===== src/rtl/trace_capture.sv =====
// Instruction trace capture: records {pc, result} on PC change into a
// first-word-fall-through FIFO with saturating overflow drop counter.
module trace_capture #(
    parameter int DEPTH = 8,
    parameter int W     = 8
) (
    input  logic                   clk,
    input  logic                   reset,
    input  logic [W-1:0]           pc_in,
    input  logic [W-1:0]           result_in,
    input  logic                   en,
    output logic [2*W-1:0]         trc_data,
    output logic                   trc_valid,
    input  logic                   trc_ready,
    output logic                   full,
    output logic                   empty,
    output logic [$clog2(DEPTH):0] count,
    output logic [7:0]             drop_cnt
);

    localparam int AW = $clog2(DEPTH);

    typedef enum logic [1:0] {IDLE, ARMED, TRACK} state_t;

    state_t           r_state;
    state_t           w_next;
    logic [W-1:0]     r_last_pc;
    logic [2*W-1:0]   r_mem [DEPTH];
    logic [AW-1:0]    r_rd_ptr;
    logic [AW-1:0]    r_wr_ptr;
    logic [AW:0]      r_count;
    logic [7:0]       r_drop;
    logic             w_cap;
    logic             w_pop;
    logic             w_push;
    logic             w_drop;

    always_comb begin
        w_next = r_state;
        w_cap  = 1'b0;
        case (r_state)
            IDLE: begin
                if (en) w_next = ARMED;
            end
            ARMED: begin
                if (en) begin
                    w_next = TRACK;
                    w_cap  = 1'b1;
                end else begin
                    w_next = IDLE;
                end
            end
            TRACK: begin
                if (!en) w_next = IDLE;
                else     w_cap  = (pc_in != r_last_pc);
            end
            default: w_next = IDLE;
        endcase
    end

    assign empty     = (r_count == '0);
    assign full      = (r_count == (AW+1)'(DEPTH));
    assign trc_valid = !empty;
    assign count     = r_count;
    assign drop_cnt  = r_drop;
    assign trc_data  = empty ? '0 : r_mem[r_rd_ptr];

    // A full FIFO still accepts a capture when the head leaves on the same edge.
    assign w_pop  = trc_valid && trc_ready;
    assign w_push = w_cap && (!full || w_pop);
    assign w_drop = w_cap && full && !w_pop;

    always_ff @(posedge clk or negedge reset) begin
        if (!reset) begin
            r_state   <= IDLE;
            r_last_pc <= '0;
        end else begin
            r_state <= w_next;
            if (w_cap) r_last_pc <= pc_in;
        end
    end

    always_ff @(posedge clk or negedge reset) begin
        if (!reset) begin
            r_rd_ptr <= '0;
            r_wr_ptr <= '0;
            r_count  <= '0;
            r_drop   <= '0;
        end else begin
            if (w_push) r_wr_ptr <= r_wr_ptr + AW'(1);
            if (w_pop)  r_rd_ptr <= r_rd_ptr + AW'(1);
            case ({w_push, w_pop})
                2'b10:   r_count <= r_count + (AW+1)'(1);
                2'b01:   r_count <= r_count - (AW+1)'(1);
                default: r_count <= r_count;
            endcase
            if (w_drop && r_drop != 8'hFF) r_drop <= r_drop + 8'd1;
        end
    end

    always_ff @(posedge clk) begin
        if (w_push) r_mem[r_wr_ptr] <= {pc_in, result_in};
    end

endmodule


===== config.mk =====
export PLATFORM = sky130hd
export DESIGN_NAME = trace_capture
export DESIGN_NICKNAME = d
export VERILOG_FILES = /design/src/rtl/trace_capture.sv
export SDC_FILE = /design/constraint.sdc
export NUM_CORES = 1
export LEC_CHECK = 0
export CORE_ASPECT_RATIO = 0.75
export CORE_MARGIN = 2
export CORE_UTILIZATION = 25
export DETAILED_ROUTE_END_ITERATION = 7
export GPL_TIMING_DRIVEN = 1
export PLACE_DENSITY_LB_ADDON = 0.2
export SETUP_SLACK_MARGIN = 0.2
export SLEW_MARGIN = 5
export SYNTH_ARGS = -nofsm -noshare
export SYNTH_HDL_FRONTEND = slang
export SYNTH_SLANG_ARGS = --single-unit

===== constraint.sdc =====
create_clock -name clk -period 4.2 [get_ports clk]
set_input_delay 0.42 -clock clk [delete_from_list [all_inputs] [get_ports clk]]
set_output_delay 0.42 -clock clk [all_outputs]
set_load 0.005 [all_outputs]

# After elaboration in Yosys (flattened, before gate mapping)
# Memory sizes are Yosys's and may differ from the RTL's.
# Cells that the tools add are included.
[classes] add_sub_neg=5 eq_ne=9 n_mux=11 reduce_logical=13
[ops] op="two-way mux 16 bit" n=1
[ops] op="adder 8 x 1 -> 8 bit, second input constant" n=1
[ops] op="!= test 8 bit" n=1
[ops] op="!= test 8 bit, second input constant" n=1
[ops] op="case mux 4 bit (2 select lines)" n=1
[ops] op="adder 3 x 1 -> 3 bit, second input constant" n=2
[ops] op="two-way mux 2 bit" n=3
[ops] op="case mux 2 bit (3 select lines)" n=1
[ops] op="logical AND 1 bit" n=5
[ops] op="adder 4 x 1 -> 4 bit, second input constant" n=1
[ops] op="== test 2 x 1 -> 1 bit, second input constant" n=2
[ops] op="== test 2 bit, second input constant" n=2
[ops] op="== test 4 bit, second input constant" n=1
[ops] op="zero test 4 bit" n=1
[ops] op="two-way mux 1 bit" n=4
[ops] op="!= test 2 bit, second input constant" n=2
[ops] op="subtractor 4 x 1 -> 4 bit, second input constant" n=1
[ops] op="zero test 1 bit" n=3
[ops] op="zero test 2 bit" n=1
[ops] op="case mux 1 bit (2 select lines)" n=1
[ops] op="AND reduction 2 bit" n=1
[ops] op="nonzero test 2 bit" n=1
[ops] op="logical OR 1 bit" n=1
[totals] register_bits=28 ram_bits=128 inputBits=20 out_inout_bits=31 elab_cells=45 memories=1
[memory_table] memory="r_mem" depth=8 word_bits=16 read_ports=1 rd_clocked_by_memory_dff=0 wr=1 line="28" rtl="logic [2*W-1:0] r_mem [DEPTH];"

# Longest topological paths before layout
[logic_depth] word_depth=7 mapped_depth=13 mapped_depth_nobuf=12

# Least setup slack after synthesis
# No wires, ideal clock.
[synth_timing] path_type="register -> register" startpoint="register r_state[0]" endpoint="memory r_mem[0][0] (netlist name), enable pin" setup_ps=430 t_arrival_ps=2856 required_ps=3770 setup_slack_ps=914 stages_incl_launch_ff=7 path_buffers=1 period_less_slack_ps=3286 path_cell_list="dfrtp_1 inv_1 ha_1 and3_1 clkbuf_1 o21ai_2 nor4_1"
[synth_via] elab_chain_len=5 elab_cells_between_ends=6 classes_between="2 x eq/ne; 3 x mux; 1 x reduce/logical"
[synth_rtl] item="from (decl)" line="25" rtl="state_t r_state;"
[synth_rtl] item="from (signal assigned)" line="78" rtl="r_state <= w_next;"
[synth_rtl] item="== test 2 bit or == test 2 x 1 -> 1 bit (tied branches)" line="41" rtl="case (r_state)"
[synth_rtl] item="case mux 1 bit (2 select lines) *" line="41"
[synth_rtl] item="logical AND 1 bit *" line="70" rtl="assign w_push = w_cap && (!full || w_pop);"
[synth_rtl] item="two-way mux 1 bit *" line="102" rtl="if (w_push) r_mem[r_wr_ptr] <= {pc_in, result_in};"
[synth_rtl] item="two-way mux 1 bit (not written as such) *" line="102"
[synth_rtl] item="to (decl)" line="28"
# Every way passes the cells marked *; elsewhere a longest branch is shown, timed or not.

# Final worst setup path
[layout_timing] startpoint="register r_rd_ptr[0]" endpoint="output port trc_data[8]"
[layout_via] elab_chain_len=2
[layout_rtl] item="from (decl)" line="29" rtl="logic [AW-1:0] r_rd_ptr;"
[layout_rtl] item="from (signal assigned)" line="91" rtl="if (w_pop) r_rd_ptr <= r_rd_ptr + AW'(1);"
[layout_rtl] item="memory read (8 x 16 bit)"
[layout_rtl] item="two-way mux 16 bit" line="66" rtl="assign trc_data = empty ? '0 : r_mem[r_rd_ptr];"
[layout_rtl] item="to (decl)" line="12" rtl="output logic [2*W-1:0] trc_data,"
# No other way between the ends.

==> results.json <==
{
  "outcome": "finished, final reports clean",
  "port_buffers": 50,
  "reg2reg_setup_slack_ns": 1.31,
  "finalCritPeriodShare_pct": 77.43,
  "startpoint": "r_rd_ptr[0]",
  "path_class": "flip-flop to output port",
  "finalHoldViolations": 0,
  "cts_resized": 0,
  "tightest_slew_ns": 0.6525,
  "ys.flop_type": "edfxtp_1",
  "areaGrowthSynthToFinish_pct": 25.24,
  "final_max_slew_viol_count": 0,
  "die_h_um": 142.7,
  "synth_warnings": 0,
  "synth_cell_type_count": 42,
  "setup_viol": 0,
  "drtPass1Iterations": 5,
  "cp.required_ns": 3.78,
  "period_needed_ns": 3.252,
  "crit_path_end_kind": "output port",
  "synth-seq-cells": 156,
  "drt_iter0_markers": 216,
  "final_util_pct": 32.00,
  "numCtsBuffers": 17,
  "hold_class": "input port to async pin",
  "rows": 50,
  "hpwl_um": 8655,
  "num_antenna_cells": 0,
  "wl_per_cell_um": 18.66,
  "stdcell_area_um2": 8028,
  "cts_root_buf": "clkbuf_16",
  "start_kind": "flip-flop",
  "synth_edf_count": 128,
  "drive_gt1_share_pct": 23.71,
  "synth_cells": 342,
  "clk_path_buf_depth": 2,
  "instances_no_fill": 764,
  "die_area_um2": 26950,
  "placed_area_um2": 7418,
  "dp.cells": 732,
  "cts_setup_buffers": 0,
  "async_reset_ff_share_pct": 17.95,
  "cts_sinks": 156,
  "grt_pass1_vias": 3478,
  "ios": 51,
  "fin_skew_ns": 0.009539,
  "grt_max_degree": 30,
  "maxCapViolations": 0,
  "htree_levels": 4,
  "place.gp.congestion": 0.7141,
  "path_clk_slew_ns": 0.06,
  "p_leak_nw": 2.787,
  "overflow": 0,
  "fillers": 2385,
  "r2r_start": "count[1]",
  "worstPathArrival_ns": 2.83,
  "hold_buffers": 0,
  "track_usage_pct": 11.28,
  "rsz0062_at_grt": "false",
  "ant_nets": 0,
  "critPathMaxFanout": 16,
  "power_density_nw_per_um2": 661.3,
  "final_cell_mix": "edfxtp_1 (128), clkdlybuf4s50_1 (50), mux4_2 (32)",
  "start_util_pct": 25.55,
  "vias_per_cell": 4.312,
  "clock_latency_ns": 0.42,
  "ys_seq_area_share_pct": 70.90,
  "via_count": 3294,
  "netlist_area_um2": 6410,
  "grt_pass1_wl_um": 21710,
  "route.detailed.drc": 0,
  "tns_ns": 0,
  "slew_headroom_pct": 56.41,
  "final_common_cell": "edfxtp_1",
  "antenna_found_initial": 0,
  "routed_wirelength_um": 14260,
  "ir_drop_v": 0.0003684,
  "fmax_mhz": 307.5,
  "design.core.area_um2": 25090,
  "postSynthAreaPerCell_um2": 18.74,
  "cts_tree": "built",
  "nets": 442,
  "dieWidth_um": 188.9,
  "worst_hold_slack_ns": 0.3873,
  "synthesis.nets": 371
}
==> cells by family after synthesis <==
kind of cell	synth area share (%)
multiplexers	16.79
AO/OA/AOI/OAI	1.464
buffers and inverters	1.444
XOR/XNOR	3.006
adder cells (fa/ha/maj)	1.874
flip-flops	70.90
AND/OR/NAND/NOR	4.528
==> report_power, final <==
part / switching, mW / internal [mW]
clock: 0.638 / 0.947
combinational: 0.762 / 0.919
sequential: 0.187 / 1.86
total: 1.59 / 3.72
==> layer usage <==
layer,routed length (µm),track usage (%),vias up,part of all wire [%]
li1,-,-,1479,-
met1,6904,15.30,1738,48
met2,6548,17.45,64,46
met3,577,2.875,13,4.0
met4,229,4.317,0,1.6
met5,0,0,-,0
==> stage by stage <==
step | setup WS [ns] | power (mW)
2_1_floorplan | 0.9138 | 3.049
3_3_place_gp | 0.9133 | 3.778
3_5_place_dp | 0.8204 | 3.799
4_1_cts | 0.8384 | 5.404
5_1_grt | 0.7062 | 5.606
6_report | 0.9480 | 5.309
==> critical path: stages, from the launching register on <==
cell and delay (ns):
dfrtp_2 0.72, buf_4 0.38, mux4_2 0.56, mux2i_1 0.19
nor2_1 0.08, clkdlybuf4s50_1 0.47
==> cell usage after synthesis (all sizes together) (6+ instances only) <==
| cell | number | area [µm²] |
|---|---|---|
| buf | 7 | 36.28 |
| clkbuf | 7 | 26.28 |
| dfrtp | 28 | 700.7 |
| edfxtp | 128 | 3844 |
| ha | 8 | 100.1 |
| inv | 8 | 30.03 |
| mux2 | 14 | 161.4 |
| mux2i | 19 | 193.9 |
| mux4 | 32 | 720.7 |
| nand2 | 8 | 30.03 |
| nor2 | 24 | 97.59 |
| nor3 | 7 | 40.04 |
| xnor2 | 6 | 52.55 |
| xor2 | 16 | 140.1 |
==> sequential cells by signal, indices dropped and copies added, names as in the netlist <==
signal     flops
r_mem        128
r_rd_ptr       3
r_state        2
drop_cnt       8
r_wr_ptr       3
r_last_pc      8
count          4
==> area by class of cell <==
| type | count | area [µm²] | share of cell area (%) |
|---|---|---|---|
| flip-flops and latches | 156 | 4546 | 56.62 |
| multi-input cells | 164 | 1799 | 22.41 |
| repair buffers | 66 | 620.6 | 7.731 |
| clock buffers | 17 | 425.4 | 5.299 |
| well taps | 338 | 422.9 | 5.268 |
| clock inverters | 15 | 183.9 | 2.291 |
| inverters | 8 | 30.03 | 0.3741 |
==> worst paths after layout <==
path,endpoint,cells past startpoint
max in group asynchronous,r_rd_ptr[0],2
setup reg to reg,count[3],11
min in group clk,drop_cnt[5],1
setup / recovery,trc_data[8],5
hold reg to reg,drop_cnt[5],1
hold / removal,r_state[0],2
No activity file was read; power rests on OpenSTA's default activity.
